[src/rtl/hi_reader_pkg.sv]
// Shared encodings, mode-class predicates and sequencer state enum for the HF reader.
// Single source of mode/subcarrier constants for hi_reader decode and hi_reader_mode_ctrl.
package hi_reader_pkg;

  localparam logic [3:0] MODE_RECEIVE_IQ        = 4'd0;
  localparam logic [3:0] MODE_RECEIVE_AMPLITUDE = 4'd1;
  localparam logic [3:0] MODE_RECEIVE_PHASE     = 4'd2;
  localparam logic [3:0] MODE_SEND_FULL_MOD     = 4'd3;
  localparam logic [3:0] MODE_SEND_SHALLOW_MOD  = 4'd4;
  localparam logic [3:0] MODE_SNIFF_IQ          = 4'd5;
  localparam logic [3:0] MODE_SNIFF_AMPLITUDE   = 4'd6;
  localparam logic [3:0] MODE_SNIFF_PHASE       = 4'd7;
  localparam logic [3:0] MODE_SEND_JAM          = 4'd8;

  localparam logic [1:0] SUBCARRIER_848_KHZ = 2'd0;
  localparam logic [1:0] SUBCARRIER_424_KHZ = 2'd1;
  localparam logic [1:0] SUBCARRIER_212_KHZ = 2'd2;

  typedef enum logic [1:0] {
    ST_RUN    = 2'd0,
    ST_PEND   = 2'd1,
    ST_SETTLE = 2'd2,
    ST_JAM    = 2'd3
  } mode_state_e;

  function automatic logic mode_is_send(input logic [3:0] mode);
    return (mode == MODE_SEND_FULL_MOD) || (mode == MODE_SEND_SHALLOW_MOD) ||
           (mode == MODE_SEND_JAM);
  endfunction

  function automatic logic mode_is_rx(input logic [3:0] mode);
    return (mode <= MODE_SNIFF_PHASE) && !mode_is_send(mode);
  endfunction

  function automatic logic mode_is_legal(input logic [3:0] mode);
    return (mode <= MODE_SEND_JAM);
  endfunction

endpackage

[src/rtl/hi_reader_frame_counter.sv]
// Loadable saturating down-counter advanced by frame_tick; expire fires on the
// tick that takes it from 1 to 0.
module hi_reader_frame_counter #(
  parameter int W         = 4,
  parameter int RESET_VAL = 0
) (
  input  logic         clk,
  input  logic         reset,
  input  logic         load,
  input  logic [W-1:0] load_val,
  input  logic         tick,
  output logic         expire
);

  logic [W-1:0] count_r;

  // Count register: load wins over tick, holds at zero.
  always_ff @(negedge clk) begin
    if (reset) begin
      count_r <= W'(RESET_VAL);
    end else if (load) begin
      count_r <= load_val;
    end else if (tick && (count_r != '0)) begin
      count_r <= count_r - W'(1);
    end else begin
      count_r <= count_r;
    end
  end

  assign expire = tick && !load && (count_r == W'(1));

endmodule

[src/rtl/hi_reader_mode_ctrl.sv]
// Frame-aligned minor_mode / subcarrier sequencer for the HF reader datapath.
// Optional jam timeout is built when HI_READER_JAM_TIMEOUT_EN is defined.
module hi_reader_mode_ctrl
  import hi_reader_pkg::*;
#(
  parameter int SETTLE_FRAMES = 4,
  parameter int TIMEOUT_W     = 12
) (
  input  logic                 ck_1356meg,
  input  logic                 reset,
  input  logic                 frame_tick,
  input  logic                 cmd_valid,
  output logic                 cmd_ready,
  input  logic [3:0]           cmd_mode,
  input  logic [1:0]           cmd_subcarrier,
  input  logic [TIMEOUT_W-1:0] cmd_frames,
  output logic [3:0]           minor_mode,
  output logic [1:0]           subcarrier_frequency,
  output logic                 rx_valid,
  output logic                 mode_update,
  output logic                 jam_done,
  output logic                 cmd_err
);

  localparam int SETTLE_W  = (SETTLE_FRAMES > 1) ? $clog2(SETTLE_FRAMES + 1) : 1;
  localparam bit SETTLE_EN = (SETTLE_FRAMES != 0);

  mode_state_e state_r, state_s;
  logic [3:0]  mode_r, mode_s, pend_mode_r, pend_mode_s;
  logic [1:0]  sub_r, sub_s, pend_sub_r, pend_sub_s;
  logic        rx_valid_r, cmd_ready_r, mode_update_r, cmd_err_r;
  logic        mode_update_s, cmd_err_s;
  logic        accept_s, legal_s;
  logic        settle_load_s, settle_tick_s, settle_expire_s;

  assign accept_s      = cmd_valid && cmd_ready_r;
  assign legal_s       = mode_is_legal(cmd_mode);
  assign settle_tick_s = frame_tick && (state_r == ST_SETTLE);

  hi_reader_frame_counter #(
    .W         (SETTLE_W),
    .RESET_VAL (SETTLE_FRAMES)
  ) u_settle_cnt (
    .clk      (ck_1356meg),
    .reset    (reset),
    .load     (settle_load_s),
    .load_val (SETTLE_W'(SETTLE_FRAMES)),
    .tick     (settle_tick_s),
    .expire   (settle_expire_s)
  );

`ifdef HI_READER_JAM_TIMEOUT_EN
  logic [TIMEOUT_W-1:0] pend_frames_r, pend_frames_s;
  logic [3:0]           save_mode_r, save_mode_s;
  logic [1:0]           save_sub_r, save_sub_s;
  logic                 jam_load_s, jam_tick_s, jam_expire_s, jam_done_s, jam_done_r;

  assign jam_tick_s = frame_tick && (state_r == ST_JAM);

  hi_reader_frame_counter #(
    .W         (TIMEOUT_W),
    .RESET_VAL (0)
  ) u_jam_cnt (
    .clk      (ck_1356meg),
    .reset    (reset),
    .load     (jam_load_s),
    .load_val (pend_frames_r),
    .tick     (jam_tick_s),
    .expire   (jam_expire_s)
  );

  // Jam bookkeeping: frame budget of the pending command and the mode to restore.
  always_ff @(negedge ck_1356meg) begin
    if (reset) begin
      pend_frames_r <= '0;
      save_mode_r   <= MODE_RECEIVE_IQ;
      save_sub_r    <= SUBCARRIER_848_KHZ;
      jam_done_r    <= 1'b0;
    end else begin
      pend_frames_r <= pend_frames_s;
      save_mode_r   <= save_mode_s;
      save_sub_r    <= save_sub_s;
      jam_done_r    <= jam_done_s;
    end
  end

  assign jam_done = jam_done_r;
`else
  logic unused_cmd_frames_s;
  assign unused_cmd_frames_s = ^cmd_frames;
  assign jam_done            = 1'b0;
`endif

  // Next-state and output decode; apply happens only on frame_tick.
  always_comb begin
    state_s       = state_r;
    mode_s        = mode_r;
    sub_s         = sub_r;
    pend_mode_s   = pend_mode_r;
    pend_sub_s    = pend_sub_r;
    settle_load_s = 1'b0;
    mode_update_s = 1'b0;
    cmd_err_s     = accept_s && !legal_s;
`ifdef HI_READER_JAM_TIMEOUT_EN
    pend_frames_s = pend_frames_r;
    save_mode_s   = save_mode_r;
    save_sub_s    = save_sub_r;
    jam_load_s    = 1'b0;
    jam_done_s    = 1'b0;
`endif
    case (state_r)
      ST_RUN: begin
        if (accept_s && legal_s) begin
          pend_mode_s = cmd_mode;
          pend_sub_s  = cmd_subcarrier;
`ifdef HI_READER_JAM_TIMEOUT_EN
          pend_frames_s = cmd_frames;
`endif
          state_s = ST_PEND;
        end else begin
          state_s = ST_RUN;
        end
      end
      ST_PEND: begin
        if (frame_tick) begin
          mode_s        = pend_mode_r;
          sub_s         = pend_sub_r;
          mode_update_s = 1'b1;
          if (SETTLE_EN && mode_is_send(mode_r) && mode_is_rx(pend_mode_r)) begin
            state_s       = ST_SETTLE;
            settle_load_s = 1'b1;
          end
`ifdef HI_READER_JAM_TIMEOUT_EN
          else if ((pend_mode_r == MODE_SEND_JAM) && (pend_frames_r != '0)) begin
            state_s     = ST_JAM;
            jam_load_s  = 1'b1;
            save_mode_s = mode_r;
            save_sub_s  = sub_r;
          end
`endif
          else begin
            state_s = ST_RUN;
          end
        end else begin
          state_s = ST_PEND;
        end
      end
      ST_SETTLE: begin
        if (settle_expire_s) begin
          state_s = ST_RUN;
        end else begin
          state_s = ST_SETTLE;
        end
      end
      ST_JAM: begin
`ifdef HI_READER_JAM_TIMEOUT_EN
        // A new legal command cancels the timer outright, even on an expiry tick.
        if (accept_s && legal_s) begin
          pend_mode_s   = cmd_mode;
          pend_sub_s    = cmd_subcarrier;
          pend_frames_s = cmd_frames;
          state_s       = ST_PEND;
        end else if (jam_expire_s) begin
          mode_s        = save_mode_r;
          sub_s         = save_sub_r;
          jam_done_s    = 1'b1;
          mode_update_s = 1'b1;
          if (SETTLE_EN && mode_is_rx(save_mode_r)) begin
            state_s       = ST_SETTLE;
            settle_load_s = 1'b1;
          end else begin
            state_s = ST_RUN;
          end
        end else begin
          state_s = ST_JAM;
        end
`else
        state_s = ST_RUN;
`endif
      end
      default: begin
        state_s = ST_RUN;
      end
    endcase
  end

  // Main state and registered datapath-facing outputs.
  always_ff @(negedge ck_1356meg) begin
    if (reset) begin
      state_r       <= SETTLE_EN ? ST_SETTLE : ST_RUN;
      mode_r        <= MODE_RECEIVE_IQ;
      sub_r         <= SUBCARRIER_848_KHZ;
      pend_mode_r   <= MODE_RECEIVE_IQ;
      pend_sub_r    <= SUBCARRIER_848_KHZ;
      rx_valid_r    <= 1'b0;
      cmd_ready_r   <= !SETTLE_EN;
      mode_update_r <= 1'b0;
      cmd_err_r     <= 1'b0;
    end else begin
      state_r       <= state_s;
      mode_r        <= mode_s;
      sub_r         <= sub_s;
      pend_mode_r   <= pend_mode_s;
      pend_sub_r    <= pend_sub_s;
      rx_valid_r    <= mode_is_rx(mode_s) && (state_s != ST_SETTLE);
      cmd_ready_r   <= (state_s == ST_RUN) || (state_s == ST_JAM);
      mode_update_r <= mode_update_s;
      cmd_err_r     <= cmd_err_s;
    end
  end

  assign minor_mode           = mode_r;
  assign subcarrier_frequency = sub_r;
  assign rx_valid             = rx_valid_r;
  assign cmd_ready            = cmd_ready_r;
  assign mode_update          = mode_update_r;
  assign cmd_err              = cmd_err_r;

endmodule

[config.mk]
export PLATFORM = sky130hd
export DESIGN_NAME = hi_reader_mode_ctrl
export DESIGN_NICKNAME = d
export VERILOG_FILES = /design/src/rtl/hi_reader_pkg.sv /design/src/rtl/hi_reader_frame_counter.sv /design/src/rtl/hi_reader_mode_ctrl.sv
export SDC_FILE = /design/constraint.sdc
export NUM_CORES = 1
export LEC_CHECK = 0
export ABC_CLOCK_PERIOD_IN_PS = 5600
export CORE_AREA = 8 8 64 60
export CTS_CLUSTER_DIAMETER = 100
export CTS_CLUSTER_SIZE = 16
export DETAILED_ROUTE_END_ITERATION = 6
export DIE_AREA = 0 0 72 68
export GPL_TIMING_DRIVEN = 0
export PLACE_DENSITY = 0.66
export SYNTH_ARGS = -nofsm -noshare
export SYNTH_HDL_FRONTEND = slang
export SYNTH_HIERARCHICAL = 1
export SYNTH_SLANG_ARGS = --single-unit
[constraint.sdc]
create_clock -name ck_1356meg -period 5.6 [get_ports ck_1356meg]
set_clock_uncertainty 0.15 [all_clocks]
set_input_delay 1.12 -clock ck_1356meg [delete_from_list [all_inputs] [get_ports ck_1356meg]]
set_output_delay 1.12 -clock ck_1356meg [all_outputs]
set_load 0.005 [all_outputs]
=== Yosys cells after proc, flatten, opt, wreduce, memory -nomap -nowiden ===
Cells that the tools add are included.

* Register bits after elaboration: 21
* Word-level logic and storage cells: 70
* Output and inout bits: 11
* Input port bits: 22

* Bitwise gates (word level): 1
* Reductions and logical operators: 29
* $lt $le $gt $ge: 3
* $add $sub $neg: 1
* Equality and inequality tests: 15
* Multiplexer cells: 11

{| class="wikitable"
|+ Operators by type and width
! operator !! count
|-
| == test 4 x 2 -> 1 bit (second input constant) || 3
|-
| == test 4 x 3 -> 1 bit (second input constant) || 3
|-
| == test 4 bit (second input constant) || 3
|-
| logical AND 1 bit || 11
|-
| <= comparator 4 x 3 -> 1 bit (second input constant) || 2
|-
| two-way mux 4 bit || 2
|-
| one-hot mux 2 bit (4 select lines) || 1
|-
| logical OR 1 bit || 7
|-
| == test 2 bit (second input constant) || 3
|-
| two-way mux 2 bit || 3
|-
| two-way mux 1 bit || 5
|-
| <= comparator 4 bit (second input constant) || 1
|-
| zero test 1 bit || 4
|-
| zero test 2 bit || 2
|-
| AND reduction 2 bit || 2
|-
| OR reduction 2 bit || 2
|-
| == test 3 x 1 -> 1 bit (second input constant) || 1
|-
| nonzero test 3 bit || 1
|-
| subtractor 3 x 1 -> 3 bit (second input constant) || 1
|-
| == test 2 x 1 -> 1 bit (second input constant) || 1
|-
| != test 2 bit (second input constant) || 1
|-
| inverter 1 bit || 1
|}

=== Logic depth before layout (Yosys ltp) ===
Gate-level depths: netlist of run 1.

* Word-level depth: 16
* Gate-level depth with buffers: 10
* Mapped depth without buffers: 9

=== Cells and area by module ===
Netlist of run 1, hierarchy kept.

{| class="wikitable"
|+ Modules (own cells, without submodules)
! module !! instances !! area an instance (µm²) !! cells each !! sequential area each (µm²)
|-
| hi_reader_mode_ctrl || 1 || 858.3 || 91 || 360.3
|-
| hi_reader_frame_counter || 1 || 205.2 || 25 || 60.1
|}

==> impl_results.md, run 1 <==
* Status: finished, final reports clean
* Synth-to-layout area growth at 36.5%
* Setup TNS at 0 ps
* Req. time, crit path at 2900 ps
* Crit-path cells: clkdlybuf4s50_1, o31ai_1, and3b_1, buf_2, nor2_1, ha_1, nor2b_1
* First-pass GRT wire length at ~3.9 mm
* Adder-Cell Fraction of Synth Area at 4.71%
* Initial core utilization at between 30% and 40%
* Worst setup SP type: input pin
* # nets final at 190
* # rows at 19
* # IOs at 33
* Arrival time at the worst endpoint at roughly 2800 ps
* H-Tree Level Count at 1
* Worst vdd ir at roughly 0.13 mV
* YS warnings at 6
* Top delay family on crit path: buffers and inverters
* Share of cells above drive strength 1 at around 12%
* Crit path max fanout at 8
* Initial antenna violation count at 0
* CP max stage delay at about 450 ps
* Drt initial violations at 27
* Mapped cell area at roughly 0.0011 sq mm
* Remaining DRCs at 0
* Number of synthesized flops with an enable pin at 0
* Pleak at a little under 0.7 nW
* Total grt overflow at 0
* Simple-gate portion of the synthesized area at between 20% and 30%
* Final hold violation count at 0
* Largest net degree at the start of global routing at 12
* Endpoints failing setup at 0
* Drt total wl at between 2 and 2.5 mm
* Core Box Area at about 0.0029 sq mm
* Worst-path clk slew at 50 ps
* Die width at 72 um
* RSZ-0062 raised after global routing: no
* Clock Latency Late Sink at 380 ps
* Vias per cell at 4.50
* TritonRoute pass-1 iters at 4
* Hold-fix buffers, CTS at 0
* Final ANT Viol Nets at 0
* Sequential area share after synthesis at between 30% and 40%
* Hpwl dp at 1.67 mm
* Synth Register Bits at 21
* Routability-driven placement congestion ratio at between 0.7 and 0.8
* Syn Inst Count at ~120
* Post-DR wirelength/cell at ~11 um
* Mux contribution to synthesized area at between 10% and 20%
* PwrDens at about 250 mW/mm^2
* Multi-input gate area in the final layout at ~610 sq um
* Synth cell types at 36
* Via count at between 900 and 1000
* Largest family of logic cells by synthesized area: simple AND/OR/NAND/NOR gates
* Compound-Gate Fraction of Synth Area at about 8.0%
* Vias in the first global route at approximately 950
* Total track usage at about a tenth
* Die area at 0.00490 sq mm
* Worst path bufs/invs at 2
* Clock sink count at 21
* Post-synth top flop: dfxtp_1
* Max cap viols at 0
* Min Hold Slack at a little over 300 ps
* Antenna fix cells at 0
* CTS buffer count at 3
* Seq. cell area at 420 sq um
* CTS tree: built
* Max clock buf depth at 2
* Min-Delay Path Class: flip-flop to flip-flop
* Post-Synth XOR/XNOR Area at 0.824%
* Async set-or-reset flop fraction in the synthesized netlist at 0%
* Final slew viol count at 0
* PortBufs at 19
* Die height at 68 um
* Root Buffer Master: clkbuf_4
* Layout filler cell count at between 200 and 300
* Avg Cell Area, Syn at 9.17 sq um
* Slowest CP cell: clkdlybuf4s50_1
* Setup crit end kind: flip-flop
* Crit path kind: input pin to flip-flop
-- tightest hold or removal path: stages, from the launching register on --
cell     delay, ps
dfxtp_1        310
nand2_1         60
nor3_1          40
-- repair_timing --
action | in CTS | in global routing
endpoints found under the hold margin | 0 | 0
gates resized for setup | 5 | 1
endpoints found under the setup margin | 3 | 2
setup buffers | 4 | 0
pin swaps | 6 | 5
-- stage by stage --
step / setup WS (ps) / cells / total power [mW] / utilization [%] / area [sq um]
detailed placement: -988 / 179 / 0.259 / 46.3 / 1330
global placement: -988 / 179 / 0.255 / 46.3 / 1330
finish: 141 / 205 / 0.361 / 50.5 / 1450
floorplan: -302 / 118 / 0.237 / - / 1090
global route: 72.6 / 205 / 0.394 / 50.5 / 1450
CTS: -53.0 / 206 / 0.369 / 50.8 / 1460
-- registers in the layout, indices dropped and copies added, names as in the netlist --
signal and count:
pend_mode_r 4, minor_mode 4, state_r 2, pend_sub_r 2, subcarrier_frequency 2, cmd_err 1, cmd_ready 1, u_settle_cnt/count_r 3
rx_valid 1, mode_update 1
-- kinds of logic (layout without fill, tap and decap cells) --
group	after synthesis	in the layout
other	2	4
DFF	21	21
muxes	13	13
AOI/OAI and AO/OA	12	12
xor gates and xnor gates	1	1
buffers and inverters	13	58
adders and majority gates	4	4
and+or+nand+nor	50	50
-- worst paths after layout --
path,slack [ps],depth (start not counted),to,from
worst min-delay path,300,2,cmd_err,cmd_ready
worst max-delay path,140,7,cmd_ready,cmd_mode[1]
worst min register to register,300,2,cmd_err,cmd_ready
worst max register to register,3280,9,cmd_ready,minor_mode[1]
-- cells in the mapped netlist, drive strengths merged, types with 3 or more instances --
| cell type | n | area share, % |
|---|---|---|
| a211oi | 3 | 2.1 |
| and3b | 3 | 2.6 |
| buf | 3 | 2.2 |
| dfxtp | 21 | 40 |
| ha | 4 | 4.7 |
| inv | 8 | 2.8 |
| mux2i | 12 | 11 |
| nand2 | 5 | 1.8 |
| nand2b | 12 | 7.1 |
| nor2 | 13 | 4.6 |
| nor3 | 4 | 1.9 |
-- cells in the final DEF (no fill, tap or decap), types with 3 or more instances in the layout --
cell type / instances
conb_1: 4
nand2_1: 5
clkbuf_4: 3
mux2i_1: 12
dfxtp_1: 21
nor3_1: 3
ha_1: 4
clkdlybuf4s50_1: 18
inv_1: 28
nand2b_1: 12
buf_4: 5
nor2_1: 11
-- cell type report --
cell class / instances / share of cell area (%)
multi-input combinational: 84 / 42.0
clock buffer: 3 / 1.55
tap: 42 / 3.62
timing repair buffer: 23 / 15.3
buffer: 4 / 1.38
sequential: 21 / 29.0
clock inverter: 22 / 5.69
inverter: 6 / 1.55
-- layer usage --
metal / track usage, % / wire [um] / vias to the layer above
met4: 7.12 / 36 / 0
met5: 0 / 0 / -
met1: 10.3 / 1010 / 416
met3: 6.44 / 188 / 4
li1: - / - / 482
met2: 15.0 / 1010 / 20
-- power breakdown --
| part | internal, mW | total, mW | switching, mW |
|---|---|---|---|
| clock network | 0.0453 | 0.130 | 0.0846 |
| logic | 0.0366 | 0.0667 | 0.0301 |
| registers | 0.160 | 0.165 | 0.00501 |
(Power assumes the default switching activity.)
==> run 2, diff against run 1 <==
--- a/config.mk
+++ b/config.mk
@@ -6,12 +6,14 @@
 export NUM_CORES = 1
 export LEC_CHECK = 0
 export ABC_CLOCK_PERIOD_IN_PS = 5600
+export CAP_MARGIN = 20
 export CORE_AREA = 8 8 64 60
 export CTS_CLUSTER_DIAMETER = 100
 export CTS_CLUSTER_SIZE = 16
 export DETAILED_ROUTE_END_ITERATION = 6
 export DIE_AREA = 0 0 72 68
 export GPL_TIMING_DRIVEN = 0
+export MAX_ROUTING_LAYER = met4
 export PLACE_DENSITY = 0.66
 export SYNTH_ARGS = -nofsm -noshare
 export SYNTH_HDL_FRONTEND = slang
==> impl_results.md, run 2 (same netlist as run 1, synthesis figures left out) <==
* Top delay family on crit path: buffers and inverters
* # IOs at 33
* PwrDens at between 200 and 250 mW/mm^2
* Die width at 72 um
* Final hold violation count at 0
* Non-Filler Instances at roughly 210
* Arrival time at the worst endpoint at around 2800 ps
* Worst-path clk slew at about 50 ps
* Slowest CP cell: clkdlybuf4s50_1
* Crit path max fanout at 8
* Met1 usage at about a tenth
* Synth-to-layout area growth at 36.5%
* CTS buffer count at 3
* Worst path bufs/invs at 2
* WP depth at 7
* Largest net degree at the start of global routing at 12
* Dpl cells at between 150 and 200
* Share of cells above drive strength 1 at 12.3%
* TritonRoute pass-1 iters at 4
* Crit-path cells: clkdlybuf4s50_1, o31ai_1, and3b_1, buf_2, nor2_1, ha_1, nor2b_1
* Placement Cell Area at between 0.001 and 0.0015 sq mm
* Worst vdd ir at approximately 0.13 mV
* H-Tree Level Count at 1
* First-pass GRT wire length at ~3.9 mm
* Most frequent cells in the layout: inv_1 (28), dfxtp_1 (21), clkdlybuf4s50_1 (18), nand2b_1 (12), mux2i_1 (12)
* GR Util met2 at about 15%
* Crit path kind: input pin to flip-flop
* PortBufs at 19
* Post-layout util at between 50% and 60%
* Final slew viol count at 0
* Die height at 68 um
* Via count at ~920
* Vias in the first global route at between 900 and 1000
* Pleak at approximately 0.68 nW
* Min Hold Slack at between 300 and 400 ps
* Hpwl dp at approximately 1.7 mm
* Status: finished, final reports clean
* Hold Path Stages at 2
* Total grt overflow at 0
* Worst setup SP type: input pin
* Final ANT Viol Nets at 0
* Min-Delay Path Class: flip-flop to flip-flop
* R2R depth at 9
* Hold-fix buffers, CTS at 0
* Die area at just under 0.005 sq mm
* Req. time, crit path at 2900 ps
* Busiest grt layer: met2
* Clock sink count at 21
* Remaining DRCs at 0
* Drt initial violations at 27
* Endpoints failing setup at 0
* Drt total wl at 2.25 mm
* Most common cell after layout, fill and taps aside: inv_1
* CP max stage delay at about 450 ps
* M3 GR Usage at ~6.0%
* Setup TNS at 0 ps
* Routability-driven placement congestion ratio at slightly below 0.8
* Max cap viols at 0
* Clock Latency Late Sink at roughly 370 ps
* Antenna fix cells at 0
* Core Box Area at 0.00288 sq mm
* Layout filler cell count at 276
* Initial core utilization at 37.0%
* CTS tree: built
* Setup crit end kind: flip-flop
* Total track usage at about a tenth
* Vias per cell at approximately 4.5
* # nets final at 190
* Initial antenna violation count at 0
* Post-DR wirelength/cell at approximately 11 um
* Final instance area at approximately 0.0015 sq mm
* RSZ-0062 raised after global routing: no
* Max clock buf depth at 2
* # rows at 19
* Root Buffer Master: clkbuf_4
run 2: cell counts in the layout (fill, tap and decap cells not counted):
No cell type changed its count.
run 2: repair_timing:
action | in CTS | in global routing
endpoints found under the setup margin | 3 | 2
resized for setup | 5 | 1
buffers inserted | 4 | 0
pin swaps | 6 | 5
run 2: worst reg2reg max path, delay by kind of cell (launching register included):
family	cells	cell delay [ps]
AOI/OAI and AO/OA	1	170
and+or+nand+nor	7	1190
DFF	1	430
adders and majority gates	1	250
run 2: cell type report:
class | instances | area (sq um) | share of cell area (%)
Multi-Input combinational cell | 84 | 609 | 42.0
Sequential cell | 21 | 420 | 29.0
Timing Repair Buffer | 23 | 221 | 15.3
Clock inverter | 22 | 82.6 | 5.69
Tap cell | 42 | 52.6 | 3.62
Clock buffer | 3 | 22.5 | 1.55
Inverter | 6 | 22.5 | 1.55
Buffer | 4 | 20.0 | 1.38
run 2: layer usage:
metal / routed length, um / vias to the layer above
met3: 161 / 4
met4: 36 / 0
met2: 1010 / 20
met5: 0 / -
met1: 1040 / 418
li1: - / 481
run 2: worst paths after layout:
| check | end | slack [ps] | from |
|---|---|---|---|
| min reg2reg | cmd_err | 300 | cmd_ready |
| max reg2reg | cmd_ready | 3290 | minor_mode[1] |
| min | cmd_err | 300 | cmd_ready |
| max | cmd_ready | 140 | cmd_mode[1] |
run 2: stage by stage:
stage                     setup WS, ps  power, mW
final                              140      0.360
after global placement            -988      0.255
after detailed placement          -988      0.259
after global routing              72.6      0.394
after CTS                        -53.0      0.369
after floorplan                   -302      0.237
run 2: power by group:
part / internal, mW / total [mW] / switching, mW
logic: 0.0366 / 0.0667 / 0.0301
registers: 0.160 / 0.165 / 0.00501
clock network: 0.0453 / 0.129 / 0.0837
